### src/rtl/i2c_req_arbiter_pkg.sv
// Shared types and constants for the I2C request arbiter.
// Command bundle, FSM states, response status codes.
package i2c_req_arbiter_pkg;

  localparam int I2C_ADDR_W    = 7;
  localparam int I2C_MAX_BYTES = 5;
  localparam int I2C_DATA_W    = 40;
  localparam int I2C_LEN_W     = 3;

  typedef enum logic [2:0] {
    IDLE,
    GRANT,
    LAUNCH,
    WAIT,
    RESP
  } arb_state_e;

  localparam logic [1:0] ST_OK      = 2'b00;
  localparam logic [1:0] ST_NACK    = 2'b01;
  localparam logic [1:0] ST_TIMEOUT = 2'b10;
  localparam logic [1:0] ST_BADLEN  = 2'b11;

  typedef struct packed {
    logic [I2C_ADDR_W-1:0] addr;
    logic                  rw;
    logic [I2C_LEN_W-1:0]  len;
    logic [I2C_DATA_W-1:0] wdata;
  } i2c_cmd_t;

  function automatic logic len_ok(input logic [I2C_LEN_W-1:0] len);
    return (len != '0) && (len <= I2C_LEN_W'(I2C_MAX_BYTES));
  endfunction

endpackage

### src/rtl/i2c_req_arbiter_if.sv
// Requester-side and master-engine-side bus of the arbiter.
// master: the arbiter itself; slave: clients plus the I2C engine.
interface i2c_req_arbiter_if #(
  parameter int NUM_REQ = 4
);
  import i2c_req_arbiter_pkg::*;

  logic [NUM_REQ-1:0]            req_valid;
  logic [NUM_REQ*I2C_ADDR_W-1:0] req_addr;
  logic [NUM_REQ-1:0]            req_rw;
  logic [NUM_REQ*I2C_LEN_W-1:0]  req_len;
  logic [NUM_REQ*I2C_DATA_W-1:0] req_wdata;
  logic [NUM_REQ-1:0]            req_ready;
  logic [NUM_REQ-1:0]            rsp_valid;
  logic [I2C_DATA_W-1:0]         rsp_rdata;
  logic [1:0]                    rsp_status;

  logic                          m_start;
  logic [I2C_ADDR_W-1:0]         m_addr;
  logic                          m_rw;
  logic [I2C_LEN_W-1:0]          m_len;
  logic [I2C_DATA_W-1:0]         m_wdata;
  logic                          m_abort;
  logic                          m_busy;
  logic                          m_done;
  logic                          m_nack;
  logic [I2C_DATA_W-1:0]         m_rdata;

  modport master (
    input  req_valid, req_addr, req_rw,
    input  req_len, req_wdata,
    output req_ready, rsp_valid,
    output rsp_rdata, rsp_status,
    output m_start, m_addr, m_rw,
    output m_len, m_wdata, m_abort,
    input  m_busy, m_done, m_nack,
    input  m_rdata
  );

  modport slave (
    output req_valid, req_addr, req_rw,
    output req_len, req_wdata,
    input  req_ready, rsp_valid,
    input  rsp_rdata, rsp_status,
    input  m_start, m_addr, m_rw,
    input  m_len, m_wdata, m_abort,
    output m_busy, m_done, m_nack,
    output m_rdata
  );

endinterface

### src/rtl/i2c_req_arbiter_rr_arbiter.sv
// Combinational round-robin picker.
// First asserted request at or after ptr, wrapping.
module rr_arbiter #(
  parameter int N  = 4,
  parameter int IW = (N > 1) ? $clog2(N) : 1
) (
  input  logic [N-1:0]  req_i,
  input  logic [IW-1:0] ptr_i,
  output logic [N-1:0]  gnt_o,
  output logic [IW-1:0] idx_o,
  output logic          any_o
);

  logic          found;
  logic [IW-1:0] sel;

  // Scan N slots starting at ptr; the first hit wins.
  always_comb begin
    gnt_o = '0;
    idx_o = '0;
    found = 1'b0;
    sel   = '0;
    for (int i = 0; i < N; i++) begin
      sel = IW'((int'(ptr_i) + i) % N);
      if (!found && req_i[sel]) begin
        found      = 1'b1;
        gnt_o[sel] = 1'b1;
        idx_o      = sel;
      end
    end
    any_o = found;
  end

endmodule

### src/rtl/i2c_req_arbiter.sv
// Shares one I2C master engine among NUM_REQ requesters.
// Round-robin grant, launch, wait with timeout, respond.
module i2c_req_arbiter
  import i2c_req_arbiter_pkg::*;
#(
  parameter int NUM_REQ     = 4,
  parameter int TIMEOUT_CYC = 200000
) (
  input  logic               clk,
  input  logic               rst,
  i2c_req_arbiter_if.master  bus
);

  localparam int IW = (NUM_REQ > 1) ? $clog2(NUM_REQ) : 1;
  localparam int CW = $clog2(TIMEOUT_CYC + 1);
  localparam logic [CW-1:0] CNT_LAST = CW'(TIMEOUT_CYC - 1);
  localparam logic [CW-1:0] CNT_MAX  = {CW{1'b1}};

  arb_state_e state_q, state_d;

  logic [IW-1:0]         ptr_q;
  logic [IW-1:0]         owner_q;
  i2c_cmd_t              cmd_q;
  logic [CW-1:0]         cnt_q;
  logic [I2C_DATA_W-1:0] rdata_q, rdata_d;
  logic [1:0]            status_q, status_d;

  logic [NUM_REQ-1:0]    win_gnt;
  logic [IW-1:0]         win_idx;
  logic                  win_any;
  i2c_cmd_t              win_cmd;

  logic                  take_cmd;
  logic                  load_rsp;
  logic [NUM_REQ-1:0]    req_ready;
  logic [NUM_REQ-1:0]    rsp_valid;
  logic                  m_start;
  logic                  m_abort;

  rr_arbiter #(
    .N  (NUM_REQ),
    .IW (IW)
  ) u_rr (
    .req_i (bus.req_valid),
    .ptr_i (ptr_q),
    .gnt_o (win_gnt),
    .idx_o (win_idx),
    .any_o (win_any)
  );

  // Pull the winning requester's command slices out of the flat buses.
  always_comb begin
    win_cmd.addr  = bus.req_addr[int'(win_idx)*I2C_ADDR_W +: I2C_ADDR_W];
    win_cmd.rw    = bus.req_rw[win_idx];
    win_cmd.len   = bus.req_len[int'(win_idx)*I2C_LEN_W +: I2C_LEN_W];
    win_cmd.wdata = bus.req_wdata[int'(win_idx)*I2C_DATA_W +: I2C_DATA_W];
  end

  // State register; reset drops straight to IDLE with no abort or response.
  always_ff @(posedge clk or negedge rst) begin
    if (!rst) state_q <= IDLE;
    else      state_q <= state_d;
  end

  // Next-state and pulse outputs.
  always_comb begin
    state_d   = state_q;
    take_cmd  = 1'b0;
    load_rsp  = 1'b0;
    status_d  = status_q;
    rdata_d   = rdata_q;
    req_ready = '0;
    rsp_valid = '0;
    m_start   = 1'b0;
    m_abort   = 1'b0;
    unique case (state_q)
      IDLE: begin
        if (|bus.req_valid && !bus.m_busy) state_d = GRANT;
      end
      GRANT: begin
        if (win_any) begin
          take_cmd  = 1'b1;
          req_ready = win_gnt;
          if (len_ok(win_cmd.len)) begin
            state_d = LAUNCH;
          end else begin
            load_rsp = 1'b1;
            status_d = ST_BADLEN;
            rdata_d  = '0;
            state_d  = RESP;
          end
        end else begin
          state_d = IDLE;
        end
      end
      LAUNCH: begin
        m_start = 1'b1;
        state_d = WAIT;
      end
      WAIT: begin
        if (bus.m_done) begin
          load_rsp = 1'b1;
          status_d = bus.m_nack ? ST_NACK : ST_OK;
          rdata_d  = (cmd_q.rw && !bus.m_nack) ? bus.m_rdata : '0;
          state_d  = RESP;
        end else if (cnt_q == CNT_LAST) begin
          m_abort  = 1'b1;
          load_rsp = 1'b1;
          status_d = ST_TIMEOUT;
          rdata_d  = '0;
          state_d  = RESP;
        end
      end
      RESP: begin
        rsp_valid = NUM_REQ'(1) << owner_q;
        state_d   = IDLE;
      end
      default: state_d = IDLE;
    endcase
  end

  // Latch the granted command and owner; advance the rr pointer past the winner.
  always_ff @(posedge clk or negedge rst) begin
    if (!rst) begin
      cmd_q   <= '0;
      owner_q <= '0;
      ptr_q   <= '0;
    end else if (take_cmd) begin
      cmd_q   <= win_cmd;
      owner_q <= win_idx;
      ptr_q   <= (win_idx == IW'(NUM_REQ - 1)) ? '0 : win_idx + 1'b1;
    end
  end

  // Timeout counter: cleared at launch, saturating while waiting.
  always_ff @(posedge clk or negedge rst) begin
    if (!rst) begin
      cnt_q <= '0;
    end else if (state_q == LAUNCH) begin
      cnt_q <= '0;
    end else if (state_q == WAIT && cnt_q != CNT_MAX) begin
      cnt_q <= cnt_q + 1'b1;
    end
  end

  // Response data and status, held until the next response is built.
  always_ff @(posedge clk or negedge rst) begin
    if (!rst) begin
      rdata_q  <= '0;
      status_q <= ST_OK;
    end else if (load_rsp) begin
      rdata_q  <= rdata_d;
      status_q <= status_d;
    end
  end

  assign bus.req_ready  = req_ready;
  assign bus.rsp_valid  = rsp_valid;
  assign bus.rsp_rdata  = rdata_q;
  assign bus.rsp_status = status_q;
  assign bus.m_start    = m_start;
  assign bus.m_abort    = m_abort;
  assign bus.m_addr     = cmd_q.addr;
  assign bus.m_rw       = cmd_q.rw;
  assign bus.m_len      = cmd_q.len;
  assign bus.m_wdata    = cmd_q.wdata;

endmodule
### src/flat_wrapper.sv
// flat-port wrapper written by rule: the top's interface ports become plain ports
module i2c_req_arbiter_flat import i2c_req_arbiter_pkg::*;
#(
  parameter int NUM_REQ     = 4,
  parameter int TIMEOUT_CYC = 200000
)
  (clk, rst, bus_req_valid, bus_req_addr, bus_req_rw, bus_req_len, bus_req_wdata, bus_req_ready, bus_rsp_valid, bus_rsp_rdata, bus_rsp_status, bus_m_start, bus_m_addr, bus_m_rw, bus_m_len, bus_m_wdata, bus_m_abort, bus_m_busy, bus_m_done, bus_m_nack, bus_m_rdata);
  i2c_req_arbiter_if #(.NUM_REQ(NUM_REQ)) bus_i ();
  input  logic clk;
  input  logic rst;
  input wire logic [$bits(bus_i.req_valid)-1:0] bus_req_valid;
  input wire logic [$bits(bus_i.req_addr)-1:0] bus_req_addr;
  input wire logic [$bits(bus_i.req_rw)-1:0] bus_req_rw;
  input wire logic [$bits(bus_i.req_len)-1:0] bus_req_len;
  input wire logic [$bits(bus_i.req_wdata)-1:0] bus_req_wdata;
  output wire logic [$bits(bus_i.req_ready)-1:0] bus_req_ready;
  output wire logic [$bits(bus_i.rsp_valid)-1:0] bus_rsp_valid;
  output wire logic [$bits(bus_i.rsp_rdata)-1:0] bus_rsp_rdata;
  output wire logic [$bits(bus_i.rsp_status)-1:0] bus_rsp_status;
  output wire logic [$bits(bus_i.m_start)-1:0] bus_m_start;
  output wire logic [$bits(bus_i.m_addr)-1:0] bus_m_addr;
  output wire logic [$bits(bus_i.m_rw)-1:0] bus_m_rw;
  output wire logic [$bits(bus_i.m_len)-1:0] bus_m_len;
  output wire logic [$bits(bus_i.m_wdata)-1:0] bus_m_wdata;
  output wire logic [$bits(bus_i.m_abort)-1:0] bus_m_abort;
  input wire logic [$bits(bus_i.m_busy)-1:0] bus_m_busy;
  input wire logic [$bits(bus_i.m_done)-1:0] bus_m_done;
  input wire logic [$bits(bus_i.m_nack)-1:0] bus_m_nack;
  input wire logic [$bits(bus_i.m_rdata)-1:0] bus_m_rdata;
  assign bus_i.req_valid = bus_req_valid;
  assign bus_i.req_addr = bus_req_addr;
  assign bus_i.req_rw = bus_req_rw;
  assign bus_i.req_len = bus_req_len;
  assign bus_i.req_wdata = bus_req_wdata;
  assign bus_req_ready = bus_i.req_ready;
  assign bus_rsp_valid = bus_i.rsp_valid;
  assign bus_rsp_rdata = bus_i.rsp_rdata;
  assign bus_rsp_status = bus_i.rsp_status;
  assign bus_m_start = bus_i.m_start;
  assign bus_m_addr = bus_i.m_addr;
  assign bus_m_rw = bus_i.m_rw;
  assign bus_m_len = bus_i.m_len;
  assign bus_m_wdata = bus_i.m_wdata;
  assign bus_m_abort = bus_i.m_abort;
  assign bus_i.m_busy = bus_m_busy;
  assign bus_i.m_done = bus_m_done;
  assign bus_i.m_nack = bus_m_nack;
  assign bus_i.m_rdata = bus_m_rdata;
  i2c_req_arbiter #(.NUM_REQ(NUM_REQ), .TIMEOUT_CYC(TIMEOUT_CYC)) u_core (.clk(clk), .rst(rst), .bus(bus_i));
endmodule
### config.mk
export PLATFORM = sky130hd
export DESIGN_NAME = i2c_req_arbiter_flat
export DESIGN_NICKNAME = d
export VERILOG_FILES = /design/src/rtl/i2c_req_arbiter_pkg.sv /design/src/rtl/i2c_req_arbiter_if.sv /design/src/rtl/i2c_req_arbiter_rr_arbiter.sv /design/src/rtl/i2c_req_arbiter.sv /design/src/flat_wrapper.sv
export SDC_FILE = /design/constraint.sdc
export NUM_CORES = 1
export LEC_CHECK = 0
export ABC_AREA = 0
export CORE_AREA = 2 2 139 141
export DETAILED_ROUTE_END_ITERATION = 16
export DIE_AREA = 0 0 141 143
export PLACE_DENSITY = 0.73
export SYNTH_ARGS = -nofsm -noshare
export SYNTH_HDL_FRONTEND = slang
export SYNTH_HIERARCHICAL = 1
export SYNTH_SLANG_ARGS = --single-unit
### constraint.sdc
create_clock -name clk -period 4.3 [get_ports clk]
set_clock_uncertainty 0.2 [all_clocks]
set_input_delay 1.29 -clock clk [delete_from_list [all_inputs] [get_ports clk]]
set_output_delay 1.29 -clock clk [all_outputs]
set_load 0.05 [all_outputs]
# Word level (Yosys, flattened, before mapping)
# Cells that the tools add are included.
[classes]
n_addsub = 5
n_reduce_logical = 23
n_lt_le_gt_ge = 10
shifts = 4
n_eq_ne = 11
bitwise = 3
multipliers = 3
mux = 64
[ops]
columns = ["operator", "count"]
rows = [
  ["two-way mux 40 bit", 5],
  ["variable part select 160 x 32 -> 40 bit", 1],
  ["one-hot mux 40 bit (2 select lines)", 1],
  ["two-way mux 18 bit", 2],
  ["variable part select 12 x 32 -> 3 bit", 1],
  ["variable part select 28 x 32 -> 7 bit", 1],
  ["two-way mux 4 bit", 7],
  ["two-way mux 1 bit", 23],
  ["adder 18 x 1 -> 18 bit (second input constant)", 1],
  ["equality test 18 bit (second input constant)", 1],
  ["two-way mux 2 bit", 9],
  ["inequality test 18 bit (second input constant)", 1],
  ["< comparator 2 x 3 -> 1 bit (second input constant)", 5],
  ["two-way mux 3 bit", 5],
  ["OR 4 bit", 3],
  ["one-hot mux 3 bit (4 select lines)", 1],
  ["logical AND 1 bit", 11],
  ["binary-select mux 1 bit (select 2 bit)", 5],
  ["multiplier 2 x 3 -> 5 bit (second input constant)", 2],
  ["demux 1 bit (select 2 bit)", 4],
  [">= comparator 2 x 1 -> 1 bit (second input constant)", 4],
  ["equality test 3 x 2 -> 1 bit (second input constant)", 2],
  ["zero test 1 bit", 5],
  ["AND reduction 5 bit", 1],
  ["other kinds (18)", 22],
]
[word_totals]
register_bits = 118

# Longest topological paths before layout
[logic_depth]
word_depth = 20
depth_mapped = 15
mapped_depth_nobuf = 11

# Hierarchy
# Netlist, hierarchy kept.
[by_module_without_submodules]
columns = ["mod", "n_inst", "cells_each", "area_per_inst_um2", "seq_area_each_um2"]
rows = [
  ["i2c_req_arbiter", 1, 537, 6062.1, 2952.8],
  ["rr_arbiter", 1, 45, 419.2, 0.0],
]

# Worst setup path before layout
# OpenSTA, ideal clock, no wires.
[synth_timing]
path_type = "input to output"
from = "in bus_req_valid[2]"
to = "out bus_req_ready[0]"
arrival_ns = 2.961
n_path_buf = 3
path_stages = 8
slack_ns = -0.151
cell_sequence = "mux4_2 -> buf_6 -> nor3_1 -> nand2b_1 -> nor4bb_1 -> clkbuf_1 -> clkbuf_1 -> and2_1"
[synth_via]
elab_chain_len = 14
elab_cells_between_ends = 27
classes_between = "mux (18); bitwise (3); reduce/logical (6)"
[synth_lines]
columns = ["element", "line", "text"]
rows = [
  ["start: declaration", "flat_wrapper.sv:11", "input wire logic [$bits(bus_i.req_valid)-1:0] bus_req_valid;"],
  ["binary-select mux 1 bit (select 2 bit)", "i2c_req_arbiter_rr_arbiter.sv:25", "if (!found && req_i[sel]) begin"],
  ["two-way mux 1 bit (not written as such)", "i2c_req_arbiter_rr_arbiter.sv:25", ""],
  ["two-way mux 1 bit", "i2c_req_arbiter_rr_arbiter.sv:25", ""],
  ["zero test 1 bit", "i2c_req_arbiter_rr_arbiter.sv:25", ""],
  ["logical AND 1 bit", "i2c_req_arbiter_rr_arbiter.sv:25", ""],
  ["two-way mux 1 bit", "i2c_req_arbiter_rr_arbiter.sv:25", ""],
  ["zero test 1 bit", "i2c_req_arbiter_rr_arbiter.sv:25", ""],
  ["logical AND 1 bit", "i2c_req_arbiter_rr_arbiter.sv:25", ""],
  ["two-way mux 1 bit", "i2c_req_arbiter_rr_arbiter.sv:25", ""],
  ["zero test 1 bit", "i2c_req_arbiter_rr_arbiter.sv:25", ""],
  ["logical AND 1 bit", "i2c_req_arbiter_rr_arbiter.sv:25", ""],
  ["two-way mux 1 bit (*)", "i2c_req_arbiter_rr_arbiter.sv:25", ""],
  ["net u_core.win_any", "i2c_req_arbiter.sv:30", "logic win_any;"],
  ["two-way mux 4 bit (*)", "i2c_req_arbiter.sv:81", "if (win_any) begin"],
  ["two-way mux 4 bit (*)", "i2c_req_arbiter.sv:76", "unique case (state_q)"],
  ["end: declaration", "flat_wrapper.sv:16", "output wire logic [$bits(bus_i.req_ready)-1:0] bus_req_ready;"],
]
# Mark *: on every way through the listed nets, which the timed path passes. The rest lies on a longest branch. The select of a mux whose other input is x is not followed.

# Final worst setup path
[layout_timing]
from = "in bus_req_valid[1]"
to = "out bus_req_ready[2]"
# The elaborated chain is that of the path after synthesis.

==> parameters.txt <==
Parameter                              Value

Floorplanning
  Height of the die ... 143 µm
  Initial core utilization ... 34.88%
  Number of cell rows ... 50
  Core Area ... 18580 µm²
  Total Die Area ... 20160 µm²
  Count of boundary I/O pins ... 356
  Die Span X ... 141 µm

Synth
  Synthesis Warnings ... 6
  Synth top area cells ... sky130_fd_sc_hd__dfrtp_1 (46%), sky130_fd_sc_hd__mux4_2 (18%), sky130_fd_sc_hd__nand2_1 (10%)
  Fraction of the yosys area taken by sequential cells ... 45.56%
  #FFs+latches synth ... 118
  Syn Nets ... 842
  Number of standard cells after synthesis ... 582
  Post-Syn Area per Cell ... 11.14 µm²
  Fraction of post-synthesis cell area in the top cell type by area ... 45.56%
  Synth top cells by count ... sky130_fd_sc_hd__nand2_1 (175), sky130_fd_sc_hd__dfrtp_1 (118), sky130_fd_sc_hd__mux4_2 (53)
  Synth Cell Area ... 6481 µm²
  Top_reg_cell synth ... sky130_fd_sc_hd__dfrtp_1
  Post-synthesis async set-or-reset flop share ... 100.0%
  Most instantiated library cell after synthesis ... sky130_fd_sc_hd__nand2_1
  Library cell occupying the most area in the post-synthesis netlist ... sky130_fd_sc_hd__dfrtp_1
  Distinct cell type count of the synthesized netlist ... 55
  Number of flops mapped to enable cells by yosys ... 0

Setup path
  Cell depth of the worst flop-to-flop path ... 12
  WP depth ... 9
  Classification of the worst setup path ... in2out
  Critical Path, Cell by Cell ... buf_8 -> mux4_2 -> buf_6 -> buf_4 -> nor3_2 -> nand2b_1 -> nor4bb_4 -> and2_4 -> buf_12
  Data required, critical path ... 2810 ps
  Largest fanout on the critical path ... 6
  Category of the worst setup path launch point ... input port
  Crit. End Element ... primary output
  Worst-path cell with the longest stage delay ... sky130_fd_sc_hd__mux4_2
  CP Data Arrival Time ... 2940 ps
  CP top delay family ... simple AND/OR/NAND/NOR gates
  Buffering stage count on the worst path with inverters included ... 4
  Maximum cell stage delay along the critical path ... 490 ps

Global route
  Initial antenna violation count ... 2
  Vias in the first global route ... 6404
  Overflow left after global routing ... 0
  Global-route wire length before repair ... 35.87 mm
  GRT Util Overall ... 23.50%
  Maximum number of pins on one net before global-route repair ... 64

Clock tree
  Clk Latency, worst-skew pair ... 420 ps
  CTS H-Tree Depth ... 4
  TritonCTS clock tree ... done
  Maximum buffer depth of the clock tree ... 2
  TritonCTS buffer count ... 17
  CTS root buf ... sky130_fd_sc_hd__clkbuf_16
  Clock Sinks ... 118
  Clock Pin Slew Worst Setup and Hold Paths ... 60 ps

Place
  HPWL Detailed ... 18.33 mm
  Gp weighted congestion ... 0.8509
  Port-buffer cells ... 355
  Post-DP Area ... 10510 µm²
  Post-placement worst setup slack ... -684.7 ps
  Instance count after placement with tap cells included ... 1160

Routing
  Post-detailed-route count of antenna-violating nets ... 0
  Pre-Repair DR Iteration Count ... 4
  Post-route DRC violation count ... 0
  Total number of vias ... 6232
  Per-cell routed wire length ... 20.01 µm
  WL final ... 23.99 mm
  Number of DRC violations after detailed-routing iteration 0 ... 276
  Post-detailed-route via-to-cell ratio ... 5.198

Timing
  Worst Hold Margin ... 269.9 ps
  Actual transition at the worst max-transition pin ... 607.6 ps
  RSZ-0062 raised after global routing ... true
  Period utilization ... 103.0%
  Final setup vio count ... 4
  Tightest slew margin relative to the limit ... 58.45%
  Max Clock Freq ... 0.2259 GHz
  Max-slew violations ... 0
  Final TNS setup ... -507.2 ps
  Final number of hold-violating endpoints ... 0
  Final worst-path setup slack ... -127.7 ps
  Final worst path period need ... 4428 ps

Status
  Failing checks ... negative setup slack
  Run status ... finished, violations left

Power and ir drop
  Leak ... 4.802 nW
  Total power ... 9.150 mW
  Power Dens Cells ... 815.7 nW/µm²
  Peak ir drop on the vdd network ... 0.0005243 V

Final layout
  Utilization after layout ... 60.37%
  Ratio of cells with drive above 1 in the final layout ... 16.60%
  Number of filler instances in the final layout ... 1553
  Syn-to-layout area delta ... 73.07%
  Post-Layout Cell Count ... 1199
  Net count reported at finish ... 1211
  Final design area excluding fillers ... 11220 µm²

Min path
  Path category of the worst min-delay check ... reg2reg
  Hold path depth ... 2

Flow run
  Max_cap viols ... 0
cells by family (layout without fill, tap and decap cells):
group	count (synthesis)	count (layout)	share of synthesized area, %
xor+xnor	10	10	1.351
compound gates	81	81	10.21
flops	118	118	45.56
fa+ha+maj	7	7	1.351
buf+inv	50	432	3.707
simple gates	257	257	17.93
other cells	0	1	0
mux	59	59	19.88
worst register-to-register path: cells and delay by family (launching register included):
family	cells	cell delay, ps
AO/OA/AOI/OAI	4	1090
multiplexers	2	740
AND/OR/NAND/NOR	2	520
flip-flops	1	480
buffers and inverters	3	450
adder cells (fa/ha/maj)	1	380
path summary, 6_finish.rpt:
path | slack (ps) | from | end
hold reg to reg | 270 | u_core/bus.m_wdata[33] | u_core/bus.m_wdata[33]
hold / removal | 270 | u_core/bus.m_wdata[33] | u_core/bus.m_wdata[33]
setup / recovery | -130 | bus_req_valid[1] | bus_req_ready[2]
max in group asynchronous | 2500 | rst | u_core/bus.m_wdata[21]
setup reg to reg | 320 | u_core/ptr_q[0] | u_core/bus.rsp_rdata[4]
min in group asynchronous | 630 | rst | u_core/bus.rsp_rdata[13]
layout make-up:
cell class	count	area (µm²)	share of cell area [%]
timing repair buffer	391	3950	35.21
sequential	118	2954	26.34
multi-input combinational	414	3363	29.98
tap	234	292.8	2.610
clock buffer	17	425.4	3.793
antenna	1	2.502	0.02231
inverter	9	33.78	0.3012
clock inverter	15	195.2	1.740
power by group:
part	total, mW	internal (mW)	switching (mW)
Combinational	5.80	2.51	3.29
Clock	1.51	0.929	0.582
Sequential	1.83	1.54	0.297
state kept, by name, summed over array words and instances, names as in the netlist:
register,count
u_core/bus.rsp_rdata,40
u_core/ptr_q,2
u_core/bus.m_wdata,40
u_core/bus.m_len,3
u_core/bus.m_rw,1
u_core/bus.rsp_status,2
u_core/cnt_q,18
u_core/owner_q,2
u_core/state_q,3
u_core/bus.m_addr,7
cell usage in the layout (no fill, tap or decap), types with 2 or more instances in the layout:
cell type | netlist | routed
sky130_fd_sc_hd__clkdlybuf4s50_1 | 0 | 345
sky130_fd_sc_hd__nand2_1 | 175 | 175
sky130_fd_sc_hd__dfrtp_1 | 118 | 117
sky130_fd_sc_hd__mux4_2 | 53 | 55
sky130_fd_sc_hd__a22o_1 | 41 | 41
sky130_fd_sc_hd__buf_4 | 0 | 30
sky130_fd_sc_hd__nor2_1 | 23 | 23
sky130_fd_sc_hd__clkbuf_16 | 0 | 17
sky130_fd_sc_hd__nor3_1 | 12 | 11
sky130_fd_sc_hd__buf_12 | 0 | 10
sky130_fd_sc_hd__inv_1 | 9 | 9
sky130_fd_sc_hd__xnor2_1 | 9 | 9
sky130_fd_sc_hd__ha_1 | 7 | 7
sky130_fd_sc_hd__buf_6 | 7 | 5
sky130_fd_sc_hd__and3_1 | 5 | 5
sky130_fd_sc_hd__nand3_1 | 5 | 5
sky130_fd_sc_hd__a21oi_1 | 5 | 5
sky130_fd_sc_hd__a22oi_2 | 0 | 5
sky130_fd_sc_hd__o21ai_1 | 0 | 5
sky130_fd_sc_hd__inv_6 | 0 | 4
sky130_fd_sc_hd__clkinv_4 | 0 | 4
sky130_fd_sc_hd__and2_4 | 0 | 4
sky130_fd_sc_hd__nand4_1 | 4 | 4
sky130_fd_sc_hd__nor4_1 | 4 | 4
sky130_fd_sc_hd__bufinv_16 | 0 | 3
sky130_fd_sc_hd__and2_1 | 7 | 3
sky130_fd_sc_hd__a211oi_1 | 3 | 3
sky130_fd_sc_hd__a22oi_1 | 8 | 3
sky130_fd_sc_hd__inv_8 | 0 | 2
sky130_fd_sc_hd__nand2b_1 | 2 | 2
sky130_fd_sc_hd__nor2b_1 | 2 | 2
sky130_fd_sc_hd__and4_1 | 2 | 2
sky130_fd_sc_hd__mux2i_1 | 2 | 2
sky130_fd_sc_hd__nor4bb_1 | 3 | 2
sky130_fd_sc_hd__a31oi_1 | 2 | 2
sky130_fd_sc_hd__a2111oi_0 | 2 | 2
sky130_fd_sc_hd__a311oi_1 | 2 | 2
sky130_fd_sc_hd__mux2_2 | 2 | 2
layer usage:
metal	track usage (%)	share of wire [%]	vias to the layer above
met5	0	0.054	-
met4	8.263	2.7	2
met3	8.283	7.9	42
met2	38.87	49	261
met1	28.67	40	3069
li1	-	-	2858
repair_timing:
action	CTS	global route
pin swaps	2	3
buffers inserted	4	2
endpoints found under the setup margin	44	27
gates resized for setup	34	4
hold endpoints to repair	0	0
hold buffers	0	0
Note: power is estimated with default switching activity, not from simulation.
